<file path="src/rtl/gain_restore_80.sv">
// Inverse of the 80 % brightness table: x = min(255, ceil(y*PCT_DEN/PCT_NUM)),
// computed by a W-step restoring divider between valid/ready handshakes.
module gain_restore_80 #(
    parameter int unsigned PCT_NUM = 80,
    parameter int unsigned PCT_DEN = 100,
    parameter int unsigned W       = 8 + $clog2(PCT_DEN + 1)
) (
    input  logic       clk,
    input  logic       rst_n,
    input  logic       in_valid,
    output logic       in_ready,
    input  logic [7:0] in_data,
    output logic       out_valid,
    input  logic       out_ready,
    output logic [7:0] out_data,
    output logic       out_sat,
    output logic       busy
);

    localparam int unsigned RW = $clog2(PCT_NUM) + 1;
    localparam int unsigned CW = $clog2(W);

    typedef enum logic [1:0] {S_IDLE, S_DIV, S_FIX, S_DONE} state_t;

    state_t         state_q, state_d;
    logic [W-1:0]   div_q, div_d;
    logic [RW-1:0]  rem_q, rem_d;
    logic [W-1:0]   quo_q, quo_d;
    logic [CW-1:0]  cnt_q, cnt_d;
    logic [7:0]     data_q, data_d;
    logic           sat_q, sat_d;
    logic           in_ready_q, in_ready_d;
    logic           out_valid_q, out_valid_d;
    logic           busy_q, busy_d;

    logic [RW:0]    rem_shift;
    logic [W:0]     q_c;

    // Next-state and datapath; the dividend shifts left so its MSB feeds each step
    always_comb begin
        state_d   = state_q;
        div_d     = div_q;
        rem_d     = rem_q;
        quo_d     = quo_q;
        cnt_d     = cnt_q;
        data_d    = data_q;
        sat_d     = sat_q;
        rem_shift = {rem_q, div_q[W-1]};
        q_c       = (W+1)'(quo_q) + (W+1)'(rem_q != '0);

        case (state_q)
            S_IDLE: begin
                if (in_valid) begin
                    div_d   = W'(in_data) * W'(PCT_DEN);
                    rem_d   = '0;
                    quo_d   = '0;
                    cnt_d   = '0;
                    state_d = S_DIV;
                end
            end
            S_DIV: begin
                div_d = {div_q[W-2:0], 1'b0};
                if (rem_shift >= (RW+1)'(PCT_NUM)) begin
                    rem_d = RW'(rem_shift - (RW+1)'(PCT_NUM));
                    quo_d = {quo_q[W-2:0], 1'b1};
                end else begin
                    rem_d = RW'(rem_shift);
                    quo_d = {quo_q[W-2:0], 1'b0};
                end
                cnt_d = CW'(cnt_q + CW'(1));
                if (cnt_q == CW'(W - 1)) begin
                    state_d = S_FIX;
                end
            end
            S_FIX: begin
                if (q_c > (W+1)'(255)) begin
                    data_d = 8'hFF;
                    sat_d  = 1'b1;
                end else begin
                    data_d = q_c[7:0];
                    sat_d  = 1'b0;
                end
                state_d = S_DONE;
            end
            S_DONE: begin
                if (out_ready) begin
                    state_d = S_IDLE;
                end
            end
            default: state_d = S_IDLE;
        endcase

        in_ready_d  = (state_d == S_IDLE);
        out_valid_d = (state_d == S_DONE);
        busy_d      = (state_d != S_IDLE);
    end

    always_ff @(posedge clk or negedge rst_n) begin
        if (!rst_n) begin
            state_q     <= S_IDLE;
            div_q       <= '0;
            rem_q       <= '0;
            quo_q       <= '0;
            cnt_q       <= '0;
            data_q      <= '0;
            sat_q       <= 1'b0;
            in_ready_q  <= 1'b1;
            out_valid_q <= 1'b0;
            busy_q      <= 1'b0;
        end else begin
            state_q     <= state_d;
            div_q       <= div_d;
            rem_q       <= rem_d;
            quo_q       <= quo_d;
            cnt_q       <= cnt_d;
            data_q      <= data_d;
            sat_q       <= sat_d;
            in_ready_q  <= in_ready_d;
            out_valid_q <= out_valid_d;
            busy_q      <= busy_d;
        end
    end

    assign in_ready  = in_ready_q;
    assign out_valid = out_valid_q;
    assign out_data  = data_q;
    assign out_sat   = sat_q;
    assign busy      = busy_q;

endmodule

</file>
<file path="config.mk">
export PLATFORM = sky130hd
export DESIGN_NAME = gain_restore_80
export DESIGN_NICKNAME = d
export VERILOG_FILES = /design/src/rtl/gain_restore_80.sv
export SDC_FILE = /design/constraint.sdc
export NUM_CORES = 1
export LEC_CHECK = 0
export BUFFER_PORTS_ARGS = -buffer_cell sky130_fd_sc_hd__buf_2
export CELL_PAD_IN_SITES_DETAIL_PLACEMENT = 0
export CELL_PAD_IN_SITES_GLOBAL_PLACEMENT = 1
export CORE_ASPECT_RATIO = 1.4
export CORE_UTILIZATION = 47
export DETAILED_ROUTE_END_ITERATION = 12
export PLACE_DENSITY_LB_ADDON = 0.1
export REMOVE_ABC_BUFFERS = 1
export SETUP_SLACK_MARGIN = 0.4
export SLEW_MARGIN = 20
export SYNTH_ARGS = -nofsm -noshare
export SYNTH_HDL_FRONTEND = slang
export SYNTH_SLANG_ARGS = --single-unit
</file>
<file path="constraint.sdc">
create_clock -name clk -period 3 [get_ports clk]
set_input_delay 0.15 -clock clk [delete_from_list [all_inputs] [get_ports clk]]
set_output_delay 0.15 -clock clk [all_outputs]
set_load 0.02 [all_outputs]
</file>
==> results of run 1 <==
==> power breakdown <==
part | internal, mW | leakage [nW] | switching, mW
logic | 0.670 | 0.949 | 0.789
clock network | 0.186 | 0.0472 | 0.242
registers | 1.06 | 0.670 | 0.309
total | 1.92 | 1.67 | 1.34
==> critical path, delay by kind of cell <==
kind / cells / cell delay [ns]
adders and majority gates: 4 / 1.38
AOI/OAI and AO/OA: 4 / 0.73
buffers and inverters: 2 / 0.26
xor gates and xnor gates: 1 / 0.16
==> state kept, by name, indices dropped and copies added, names as in the netlist, 2 cells and up <==
signal    flops
cnt_q         4
quo_q        15
rem_q         8
div_q        13
state_q       2
out_data      8
==> per-layer routing <==
| layer | wire length, um | global-route usage (%) | up-vias |
|---|---|---|---|
| met5 | 0 | 0 | - |
| met4 | 116 | 8.77 | 0 |
| met3 | 106 | 2.56 | 6 |
| met2 | 3380 | 33.7 | 34 |
| met1 | 2890 | 25.4 | 1160 |
| li1 | - | - | 1187 |
==> layout make-up <==
class	count	area share, %
sequential	54	37.8
clock buffer	6	2.30
inverter	21	2.20
multi-input combinational	230	48.2
tap	72	2.51
timing repair buffer	39	6.67
clock inverter	2	0.349
==> Yosys cell counts, types with 3 or more instances <==
library cell               count
sky130_fd_sc_hd__fa_1          3
sky130_fd_sc_hd__nor2_1       29
sky130_fd_sc_hd__nor2b_1       9
sky130_fd_sc_hd__o21bai_1      3
sky130_fd_sc_hd__o21ai_0      25
sky130_fd_sc_hd__nand4_1       5
sky130_fd_sc_hd__dfrtp_1      53
sky130_fd_sc_hd__a22o_1       16
sky130_fd_sc_hd__ha_1         34
sky130_fd_sc_hd__clkbuf_1     11
sky130_fd_sc_hd__a22oi_1       9
sky130_fd_sc_hd__nand3_1       6
sky130_fd_sc_hd__nor3_1        5
sky130_fd_sc_hd__inv_1        21
sky130_fd_sc_hd__xnor2_1      12
sky130_fd_sc_hd__xor2_1        4
sky130_fd_sc_hd__a21oi_1      23
sky130_fd_sc_hd__nand2_1      21
==> cell families after synthesis <==
family	synth area share, %
AO/OA/AOI/OAI	20.0
flip-flops	43.3
XOR/XNOR	4.49
buffers and inverters	3.85
AND/OR/NAND/NOR	12.5
adder cells (fa/ha/maj)	15.6
multiplexers	0.321
==> how the worst max path moves through the flow <==
stage	start	depth (start not counted)	slack, ns	endpoint
2_1_floorplan	in_data[2]	10	0.21	div_q[14]
3_5_place_dp	in_data[2]	11	-0.05	div_q[14]
5_1_grt	in_data[2]	11	0.38	div_q[13]
6_report	in_data[2]	11	0.49	div_q[13]
4_1_cts	in_data[2]	11	0.42	div_q[14]
3_3_place_gp	in_data[2]	11	0.03	div_q[14]
==> timing repair <==
action                     CTS  global route
hold buffers                 1             0
hold endpoints to repair    33             0
setup endpoints to repair    9            12
buffers inserted             1             2
pin swaps                    2             8
gates cloned                 0             1
gates resized for setup      3            16
==> through the flow <==
stage / cell area, um2 / cells / total power [mW] / setup slack (ns)
global route: 3580 / 424 / 3.54 / 0.382
detailed placement: 3370 / 411 / 2.76 / -0.0490
CTS: 3500 / 421 / 3.21 / 0.418
global placement: 3370 / 411 / 2.73 / 0.0301
floorplan: 3080 / 305 / 2.33 / 0.207
finish: 3580 / 424 / 3.26 / 0.492
==> run_summary.xml, run 1 <==
<?xml version="1.0" encoding="UTF-8"?>
<metrics>
  <group name="run_status">
    <metric name="status" unit="">finished clean</metric>
  </group>
  <group name="synth">
    <metric name="postSynth.topFlopCell" unit="">sky130_fd_sc_hd__dfrtp_1</metric>
    <metric name="synth-seq-cells" unit="">54</metric>
    <metric name="number_of_enable_type_register_cells_in_the_synthesized_netlist" unit="">0</metric>
    <metric name="synth_top_cells_by_area" unit="">sky130_fd_sc_hd__dfrtp_1 (42%), sky130_fd_sc_hd__ha_1 (14%), sky130_fd_sc_hd__a22o_1 (4.5%)</metric>
    <metric name="synth-seq-area-share" unit="%">43.3</metric>
    <metric name="syn_inst" unit="">316</metric>
    <metric name="synth_top_cell_area_share" unit="%">42.5</metric>
    <metric name="synth_cell_type_count" unit="">39</metric>
    <metric name="synth-async-reset-ratio" unit="%">100</metric>
    <metric name="syn-mean-instance-area" unit="um2">9.88</metric>
    <metric name="synthDominantAreaCellType" unit="">sky130_fd_sc_hd__dfrtp_1</metric>
    <metric name="synth.yosys.warnings" unit="">0</metric>
    <metric name="syn-cell-area" unit="um2">3120</metric>
  </group>
  <group name="finish">
    <metric name="multiInputGateArea" unit="um2">1730</metric>
    <metric name="final_util" unit="%">56.9</metric>
    <metric name="final_cell_mix" unit="">sky130_fd_sc_hd__dfrtp_1 (52), sky130_fd_sc_hd__ha_1 (30), sky130_fd_sc_hd__nor2_1 (29)</metric>
    <metric name="final_layout_size_suffix_gt1_share" unit="%">19.3</metric>
    <metric name="diodes" unit="">0</metric>
    <metric name="layout.area.seq" unit="um2">1350</metric>
    <metric name="synthToLayoutAreaGrowth" unit="%">14.8</metric>
    <metric name="n_fill_cell" unit="">573</metric>
    <metric name="layout_commonest_cell" unit="">sky130_fd_sc_hd__dfrtp_1</metric>
    <metric name="nNetsFinal" unit="">400</metric>
  </group>
  <group name="floorplanning">
    <metric name="core.rowCount" unit="">34</metric>
    <metric name="effective_utilization_at_floorplan" unit="%">49.6</metric>
    <metric name="design.portCount" unit="">24</metric>
    <metric name="fp.dieArea" unit="um2">6980</metric>
    <metric name="die-height" unit="um">98.4</metric>
    <metric name="dieWidth" unit="um">70.9</metric>
    <metric name="core-area" unit="um2">6300</metric>
  </group>
  <group name="placement">
    <metric name="hpwl_after_detailed_placement" unit="mm">4.58</metric>
    <metric name="placement.io_buffers" unit="">23</metric>
    <metric name="gp_congestion" unit="">0.779</metric>
  </group>
  <group name="critical_path">
    <metric name="crit_type" unit="">input port to register</metric>
    <metric name="timing.reg2reg.setup_slack" unit="ns">0.57</metric>
    <metric name="reg2reg_to" unit="">out_data[4]</metric>
    <metric name="worst_r2r_startpoint" unit="">rem_q[0]</metric>
    <metric name="crit_path_max_incr_delay" unit="ns">0.56</metric>
    <metric name="timing.critical_path.arrival" unit="ns">2.69</metric>
    <metric name="timing.critical_path.to_type" unit="">register</metric>
    <metric name="timing.critical_path.cells" unit="">buf_2 &gt; ha_1 &gt; ha_1 &gt; fa_1 &gt; ha_4 &gt; buf_4 &gt; a21oi_1 &gt; o21ai_0 &gt; a31oi_1 &gt; xor2_1 &gt; o21ai_0</metric>
    <metric name="critPathMaxFanout" unit="">3</metric>
    <metric name="worst_r2r_path_depth" unit="">9</metric>
    <metric name="timing.critical_path.from_type" unit="">input port</metric>
    <metric name="timing.critical_path.required" unit="ns">3.18</metric>
    <metric name="critical_path.slowest_cell" unit="">sky130_fd_sc_hd__fa_1</metric>
  </group>
  <group name="timing">
    <metric name="final_hold_viol_count" unit="">0</metric>
    <metric name="clock.fmax" unit="GHz">0.399</metric>
    <metric name="worst_slew_margin_rel" unit="%">46.2</metric>
    <metric name="finClkSkew" unit="ns">0.00639</metric>
    <metric name="final_min_period_over_clock_period" unit="%">83.6</metric>
    <metric name="max_slew_violation_total_from_the_final_report" unit="">0</metric>
    <metric name="finalHoldWorstSlack" unit="ns">0.129</metric>
    <metric name="tightest_slew" unit="ns">0.807</metric>
    <metric name="rsz0062_at_grt" unit="">true</metric>
    <metric name="min_period" unit="ns">2.51</metric>
    <metric name="timing.setup.tns" unit="ns">0</metric>
    <metric name="finalSetupViolCount" unit="">0</metric>
  </group>
  <group name="worst_hold_path">
    <metric name="hold_path_startpoint" unit="">in_data[0]</metric>
    <metric name="min-delay-path-class" unit="">input port to register</metric>
    <metric name="holdPathStages" unit="">2</metric>
    <metric name="timing.hold.worst_endpoint" unit="">div_q[2]</metric>
  </group>
  <group name="global_route">
    <metric name="grt_first_pass_wirelength" unit="mm">10.9</metric>
    <metric name="antenna_violations_before_repair" unit="">0</metric>
    <metric name="grtUsageTotal" unit="%">19.9</metric>
    <metric name="vias_in_the_first_global_route" unit="">2279</metric>
    <metric name="grt_max_degree" unit="">35</metric>
    <metric name="grt_overflow" unit="">0</metric>
  </group>
  <group name="detailed_routing">
    <metric name="drt-total-wl" unit="mm">6.49</metric>
    <metric name="drt_pre_antenna_iters" unit="">4</metric>
    <metric name="via_count" unit="">2387</metric>
    <metric name="drtAntennaViolNets" unit="">0</metric>
    <metric name="drcViolationCount" unit="">0</metric>
    <metric name="detail_route.wl_per_cell" unit="um">15.3</metric>
    <metric name="dr.first_iter.drc_count" unit="">133</metric>
    <metric name="vias_per_cell" unit="">5.63</metric>
  </group>
  <group name="power_and_ir_drop">
    <metric name="p_leak" unit="nW">1.67</metric>
    <metric name="power_density" unit="nW/um2">908</metric>
    <metric name="vdd_drop_max" unit="uV">324</metric>
  </group>
  <group name="cts">
    <metric name="clockBufferDepth" unit="">2</metric>
    <metric name="clockRootBuffer" unit="">sky130_fd_sc_hd__clkbuf_8</metric>
    <metric name="clkSlewWorstSetupHoldPaths" unit="ns">0.09</metric>
    <metric name="clock_latency" unit="ns">0.30</metric>
    <metric name="clock_sink_count" unit="">54</metric>
    <metric name="cts.htree.levels" unit="">2</metric>
    <metric name="tritoncts.num_buffers" unit="">5</metric>
    <metric name="tritoncts" unit="">yes</metric>
  </group>
  <group name="run">
    <metric name="max_cap_violations" unit="">0</metric>
  </group>
</metrics>
Power figures use the tool's default switching activity.
==> run 2, diff against run 1 <==
==> constraint.sdc (replaced) <==
create_clock -name clk -period 2.45 [get_ports clk]
set_input_delay 0.1225 -clock clk [delete_from_list [all_inputs] [get_ports clk]]
set_output_delay 0.1225 -clock clk [all_outputs]
set_load 0.02 [all_outputs]
==> run_summary.xml, run 2 (same netlist as run 1, synthesis figures left out) <==
<?xml version="1.0" encoding="UTF-8"?>
<metrics>
  <group name="finish">
    <metric name="final_cell_count_no_fill" unit="">449</metric>
    <metric name="n_fill_cell" unit="">527</metric>
    <metric name="diodes" unit="">0</metric>
    <metric name="final_layout_size_suffix_gt1_share" unit="%">32.9</metric>
    <metric name="layout_commonest_cell" unit="">sky130_fd_sc_hd__dfrtp_1</metric>
    <metric name="largest_registers" unit="">quo_q (15), div_q (13)</metric>
    <metric name="largest-register" unit="">quo_q</metric>
    <metric name="multiInputGateArea" unit="um2">2000</metric>
    <metric name="final_cell_mix" unit="">sky130_fd_sc_hd__dfrtp_1 (53), sky130_fd_sc_hd__buf_4 (36), sky130_fd_sc_hd__nor2_1 (29)</metric>
    <metric name="final_util" unit="%">65.4</metric>
    <metric name="synthToLayoutAreaGrowth" unit="%">31.9</metric>
    <metric name="layout.area.seq" unit="um2">1350</metric>
    <metric name="nNetsFinal" unit="">426</metric>
    <metric name="largest_reg_flops" unit="">15</metric>
  </group>
  <group name="power_and_ir_drop">
    <metric name="p_int" unit="mW">2.69</metric>
    <metric name="switching_share" unit="%">39.7</metric>
    <metric name="vdd_drop_max" unit="uV">463</metric>
    <metric name="power_density" unit="nW/um2">1080</metric>
    <metric name="share_clk_of_total_power" unit="%">13.8</metric>
    <metric name="p_comb_share" unit="%">49.0</metric>
    <metric name="p_leak" unit="nW">1.83</metric>
    <metric name="power_frac_seq" unit="%">37.2</metric>
    <metric name="netSwitchingPower" unit="mW">1.78</metric>
  </group>
  <group name="global_route">
    <metric name="grt_max_degree" unit="">25</metric>
    <metric name="grt_first_pass_wirelength" unit="mm">12.0</metric>
    <metric name="grt_overflow" unit="">0</metric>
    <metric name="antenna_violations_before_repair" unit="">0</metric>
    <metric name="vias_in_the_first_global_route" unit="">2577</metric>
    <metric name="grtUsageTotal" unit="%">21.8</metric>
  </group>
  <group name="worst_hold_path">
    <metric name="holdPathStages" unit="">4</metric>
    <metric name="min-delay-path-class" unit="">input port to register</metric>
  </group>
  <group name="critical_path">
    <metric name="crit_path_max_incr_delay" unit="ns">0.37</metric>
    <metric name="crit_path_frequent_cell" unit="">sky130_fd_sc_hd__ha_1</metric>
    <metric name="critPathMaxFanout" unit="">3</metric>
    <metric name="worst_r2r_path_depth" unit="">10</metric>
    <metric name="crit_type" unit="">input port to register</metric>
    <metric name="critical_path.slowest_cell" unit="">sky130_fd_sc_hd__fa_2</metric>
    <metric name="timing.critical_path.max_delay_family" unit="">adder cells</metric>
    <metric name="critical_path_buf_inv_count" unit="">1</metric>
    <metric name="worst-path-stages" unit="">11</metric>
    <metric name="timing.critical_path.from_type" unit="">input port</metric>
    <metric name="timing.critical_path.arrival" unit="ns">2.54</metric>
    <metric name="timing.critical_path.cells" unit="">buf_2 &gt; ha_1 &gt; ha_1 &gt; ha_1 &gt; fa_2 &gt; a211oi_2 &gt; o21bai_1 &gt; a21oi_2 &gt; o21bai_1 &gt; a2111oi_2 &gt; nor3b_1</metric>
    <metric name="timing.critical_path.to_type" unit="">register</metric>
    <metric name="timing.critical_path.required" unit="ns">2.63</metric>
  </group>
  <group name="placement">
    <metric name="hpwl_after_detailed_placement" unit="mm">4.92</metric>
    <metric name="placement.io_buffers" unit="">23</metric>
    <metric name="placed_cells_incl_taps" unit="">432</metric>
    <metric name="gp_congestion" unit="">0.770</metric>
  </group>
  <group name="detailed_routing">
    <metric name="via_count" unit="">2518</metric>
    <metric name="drt_pre_antenna_iters" unit="">4</metric>
    <metric name="drt-total-wl" unit="mm">6.99</metric>
    <metric name="drcViolationCount" unit="">0</metric>
    <metric name="drtAntennaViolNets" unit="">0</metric>
    <metric name="dr.first_iter.drc_count" unit="">97</metric>
    <metric name="detail_route.wl_per_cell" unit="um">15.6</metric>
    <metric name="vias_per_cell" unit="">5.61</metric>
  </group>
  <group name="floorplanning">
    <metric name="core.rowCount" unit="">34</metric>
    <metric name="design.portCount" unit="">24</metric>
    <metric name="effective_utilization_at_floorplan" unit="%">49.6</metric>
    <metric name="core-area" unit="um2">6300</metric>
    <metric name="die-height" unit="um">98.4</metric>
    <metric name="fp.dieArea" unit="um2">6980</metric>
    <metric name="dieWidth" unit="um">70.9</metric>
  </group>
  <group name="cts">
    <metric name="clockBufferDepth" unit="">2</metric>
    <metric name="clock_latency" unit="ns">0.31</metric>
    <metric name="tritoncts" unit="">yes</metric>
    <metric name="cts.htree.levels" unit="">2</metric>
    <metric name="clock_sink_count" unit="">54</metric>
    <metric name="clockRootBuffer" unit="">sky130_fd_sc_hd__clkbuf_8</metric>
    <metric name="clkSlewWorstSetupHoldPaths" unit="ns">0.09</metric>
    <metric name="tritoncts.num_buffers" unit="">5</metric>
  </group>
  <group name="timing">
    <metric name="worst_slew_margin_rel" unit="%">62.3</metric>
    <metric name="max_slew_violation_total_from_the_final_report" unit="">0</metric>
    <metric name="finalHoldWorstSlack" unit="ns">0.130</metric>
    <metric name="min_period" unit="ns">2.36</metric>
    <metric name="finalSetupViolCount" unit="">0</metric>
    <metric name="tightest_slew" unit="ns">0.565</metric>
    <metric name="rsz0062_at_grt" unit="">true</metric>
    <metric name="final_min_period_over_clock_period" unit="%">96.3</metric>
    <metric name="final_hold_viol_count" unit="">0</metric>
    <metric name="finClkSkew" unit="ns">0.00700</metric>
    <metric name="timing.setup.tns" unit="ns">0</metric>
    <metric name="clock.fmax" unit="GHz">0.424</metric>
  </group>
  <group name="run_status">
    <metric name="status" unit="">finished clean</metric>
  </group>
  <group name="run">
    <metric name="max_cap_violations" unit="">0</metric>
  </group>
</metrics>
-- run 2: metal layers --
| metal | vias to the layer above | wire length, um | GRT usage [%] |
|---|---|---|---|
| met2 | 24 | 3910 | 41.9 |
| li1 | 1240 | - | - |
| met1 | 1247 | 2900 | 24.8 |
| met3 | 7 | 92 | 2.76 |
| met4 | 0 | 93 | 6.46 |
| met5 | - | 0 | 0 |
-- run 2: through the flow --
stage	area [um2]	power [mW]	setup WS (ns)
3_3_place_gp	3530	3.45	-0.508
2_1_floorplan	3080	2.85	-0.315
4_1_cts	3990	4.37	0.0180
6_report	4120	4.47	0.0909
3_5_place_dp	3530	3.51	-0.615
5_1_grt	4120	4.83	-0.0152
-- run 2: repair_timing --
action	CTS	global route
pin swaps	28	13
cloned	1	0
setup buffers	5	3
endpoints found under the setup margin	15	15
resized for setup	53	21
hold buffers	1	0
hold endpoints to repair	15	0
-- run 2: power groups by stage --
stage	Combinational, mW	Sequential [mW]	Clock (mW)
after floorplan	1.14	1.72	0
after global routing	2.44	1.73	0.665
after global placement	1.81	1.65	0
after CTS	2.09	1.64	0.635
final	2.19	1.66	0.614
after detailed placement	1.85	1.66	0
-- run 2: tightest hold or removal path, delay by kind of cell --
kind	cells	cell delay [ns]
simple gates	2	0.15
buf+inv	2	0.13
-- run 2: path summary, 6_finish.rpt --
path | start | slack [ns] | to
worst max-delay path | in_data[1] | 0.09 | div_q[14]
worst min-delay path | out_ready | 0.13 | out_valid
worst max register to register | rem_q[0] | 0.11 | out_sat
worst min register to register | cnt_q[3] | 0.50 | cnt_q[3]
max in group asynchronous | rst_n | 1.54 | in_ready
min in group asynchronous | rst_n | 0.26 | quo_q[7]
-- run 2: area by class of cell --
class	count	share of cell area (%)
repair buffers	65	11.7
clock inverters	1	0.729
flip-flops and latches	54	32.8
clock buffers	6	2.00
inverters	21	1.97
multi-input cells	230	48.6
well taps	72	2.19
==> run 3, diff against run 2 <==
--- a/config.mk
+++ b/config.mk
@@ -9,7 +9,7 @@
 export CELL_PAD_IN_SITES_DETAIL_PLACEMENT = 0
 export CELL_PAD_IN_SITES_GLOBAL_PLACEMENT = 1
 export CORE_ASPECT_RATIO = 1.4
-export CORE_UTILIZATION = 47
+export CORE_UTILIZATION = 42
 export DETAILED_ROUTE_END_ITERATION = 12
 export PLACE_DENSITY_LB_ADDON = 0.1
 export REMOVE_ABC_BUFFERS = 1
==> constraint.sdc (replaced) <==
create_clock -name clk -period 1.92 [get_ports clk]
set_input_delay 0.096 -clock clk [delete_from_list [all_inputs] [get_ports clk]]
set_output_delay 0.096 -clock clk [all_outputs]
set_load 0.02 [all_outputs]
==> run_summary.xml, run 3 (same netlist as run 1, synthesis figures left out) <==
<?xml version="1.0" encoding="UTF-8"?>
<metrics>
  <group name="timing">
    <metric name="setup_slack" unit="ns">-0.417</metric>
    <metric name="rsz0062_at_grt" unit="">true</metric>
    <metric name="tightest_slew" unit="ns">0.483</metric>
    <metric name="finalHoldWorstSlack" unit="ns">0.108</metric>
    <metric name="worst_slew_margin_rel" unit="%">67.8</metric>
    <metric name="min_period" unit="ns">2.34</metric>
    <metric name="max_slew_violation_total_from_the_final_report" unit="">0</metric>
    <metric name="final_hold_viol_count" unit="">0</metric>
    <metric name="timing.setup.tns" unit="ns">-4.77</metric>
    <metric name="final_min_period_over_clock_period" unit="%">122</metric>
    <metric name="finClkSkew" unit="ns">0.0124</metric>
    <metric name="clock.fmax" unit="GHz">0.428</metric>
    <metric name="finalSetupViolCount" unit="">15</metric>
  </group>
  <group name="power_and_ir_drop">
    <metric name="p_leak" unit="nW">1.96</metric>
    <metric name="design_power_total" unit="mW">6.02</metric>
    <metric name="power_density" unit="nW/um2">1390</metric>
    <metric name="vdd_drop_max" unit="uV">608</metric>
  </group>
  <group name="detailed_routing">
    <metric name="via_count" unit="">2633</metric>
    <metric name="drtAntennaViolNets" unit="">0</metric>
    <metric name="detail_route.wl_per_cell" unit="um">14.4</metric>
    <metric name="dr.first_iter.drc_count" unit="">122</metric>
    <metric name="drcViolationCount" unit="">0</metric>
    <metric name="drt-total-wl" unit="mm">7.10</metric>
    <metric name="vias_per_cell" unit="">5.33</metric>
    <metric name="drt_pre_antenna_iters" unit="">4</metric>
  </group>
  <group name="floorplanning">
    <metric name="core.rowCount" unit="">36</metric>
    <metric name="dieWidth" unit="um">74.9</metric>
    <metric name="design.portCount" unit="">24</metric>
    <metric name="core-area" unit="um2">7070</metric>
    <metric name="fp.dieArea" unit="um2">7790</metric>
    <metric name="die-height" unit="um">104</metric>
    <metric name="effective_utilization_at_floorplan" unit="%">44.1</metric>
  </group>
  <group name="critical_path">
    <metric name="timing.critical_path.to_type" unit="">register</metric>
    <metric name="worst_r2r_startpoint" unit="">rem_q[0]</metric>
    <metric name="crit_type" unit="">register to register</metric>
    <metric name="critPathMaxFanout" unit="">3</metric>
    <metric name="timing.critical_path.required" unit="ns">2.11</metric>
    <metric name="timing.critical_path.from_type" unit="">register</metric>
    <metric name="timing.critical_path.arrival" unit="ns">2.53</metric>
    <metric name="setup.worst_path.start" unit="">rem_q[0]</metric>
  </group>
  <group name="worst_hold_path">
    <metric name="min-delay-path-class" unit="">input port to register</metric>
    <metric name="hold_path_startpoint" unit="">in_data[2]</metric>
  </group>
  <group name="global_route">
    <metric name="antenna_violations_before_repair" unit="">0</metric>
    <metric name="grt_max_degree" unit="">36</metric>
    <metric name="grt_overflow" unit="">0</metric>
    <metric name="vias_in_the_first_global_route" unit="">2578</metric>
    <metric name="grtUsageTotal" unit="%">19.6</metric>
    <metric name="grt_first_pass_wirelength" unit="mm">11.8</metric>
  </group>
  <group name="finish">
    <metric name="final_layout_size_suffix_gt1_share" unit="%">37.8</metric>
    <metric name="synthToLayoutAreaGrowth" unit="%">38.9</metric>
    <metric name="largest_registers" unit="">quo_q (15), div_q (13)</metric>
    <metric name="largest_reg_flops" unit="">15</metric>
    <metric name="layout_commonest_cell" unit="">sky130_fd_sc_hd__dfrtp_1</metric>
    <metric name="largest-register" unit="">quo_q</metric>
    <metric name="nNetsFinal" unit="">447</metric>
    <metric name="final_cell_count_no_fill" unit="">494</metric>
    <metric name="final_cell_mix" unit="">sky130_fd_sc_hd__dfrtp_1 (53), sky130_fd_sc_hd__buf_4 (50), sky130_fd_sc_hd__nor2_1 (27)</metric>
    <metric name="diodes" unit="">0</metric>
  </group>
  <group name="run">
    <metric name="max_cap_violations" unit="">0</metric>
  </group>
  <group name="cts">
    <metric name="clkSlewWorstSetupHoldPaths" unit="ns">0.10</metric>
    <metric name="tritoncts.num_buffers" unit="">5</metric>
    <metric name="cts.htree.levels" unit="">2</metric>
    <metric name="clockBufferDepth" unit="">2</metric>
    <metric name="clock_latency" unit="ns">0.31</metric>
    <metric name="tritoncts" unit="">yes</metric>
    <metric name="clockRootBuffer" unit="">sky130_fd_sc_hd__clkbuf_8</metric>
    <metric name="clock_sink_count" unit="">54</metric>
  </group>
  <group name="run_status">
    <metric name="status" unit="">finished with violations</metric>
    <metric name="violations" unit="">negative setup slack</metric>
  </group>
  <group name="placement">
    <metric name="placement.io_buffers" unit="">23</metric>
    <metric name="hpwl_after_detailed_placement" unit="mm">5.01</metric>
    <metric name="placed_cells_incl_taps" unit="">474</metric>
    <metric name="dp_worst_setup_slack" unit="ns">-1.16</metric>
    <metric name="gp_congestion" unit="">0.783</metric>
  </group>
</metrics>
==> run 3: per-layer routing <==
| metal | up-vias | part of all wire [%] | track usage, % |
|---|---|---|---|
| li1 | 1288 | - | - |
| met1 | 1301 | 42 | 23.3 |
| met2 | 37 | 55 | 35.3 |
| met3 | 7 | 1.6 | 2.62 |
| met4 | 0 | 1.2 | 5.93 |
| met5 | - | 0 | 0 |
==> run 3: critical path, cell delays in order, from the launching register on <==
cell and delay [ns]:
sky130_fd_sc_hd__dfrtp_1 0.40, sky130_fd_sc_hd__nor3_2 0.21, sky130_fd_sc_hd__nand4_1 0.14, sky130_fd_sc_hd__ha_2 0.23
sky130_fd_sc_hd__ha_4 0.17, sky130_fd_sc_hd__nand3_4 0.11, sky130_fd_sc_hd__nor3_4 0.06, sky130_fd_sc_hd__o31a_2 0.30
sky130_fd_sc_hd__a2111oi_4 0.35, sky130_fd_sc_hd__buf_4 0.21, sky130_fd_sc_hd__a21oi_2 0.05
==> run 3: worst paths after layout <==
check | end | slack [ns] | cells past startpoint
worst max register to register | out_data[2] | -0.42 | 10
min in group asynchronous | busy | 0.28 | 2
worst max-delay path | out_data[2] | -0.42 | 10
worst min-delay path | div_q[4] | 0.11 | 3
max in group asynchronous | div_q[4] | 1.09 | 3
worst min register to register | cnt_q[3] | 0.50 | 1
==> run 3: final cells by class <==
cell class / count / area (um2)
Clock buffer: 6 / 72.6
Clock inverter: 2 / 37.5
Fill cell: 627 / 2740
Inverter: 21 / 78.8
Multi-Input combinational cell: 230 / 2010
Sequential cell: 54 / 1350
Tap cell: 95 / 119
Timing Repair Buffer: 86 / 664
==> run 3: report_power, final <==
part	internal (mW)	switching, mW	total, mW
clock network	0.390	0.369	0.759
registers	1.65	0.423	2.08
logic	1.61	1.58	3.19
==> run 3: what timing repair did <==
item,4_1_cts,5_1_grt
endpoints found under the hold margin,18,0
gates resized for setup,63,23
setup endpoints to repair,22,30
hold buffers,1,0
pin swaps,37,23
setup buffers,5,6
==> run 3: per-stage QoR <==
step	cell area [um2]	utilization (%)
finish	4340	61.3
global route	4340	61.3
CTS	4200	59.3
detailed placement	3720	52.5
global placement	3720	52.5
floorplan	3080	-
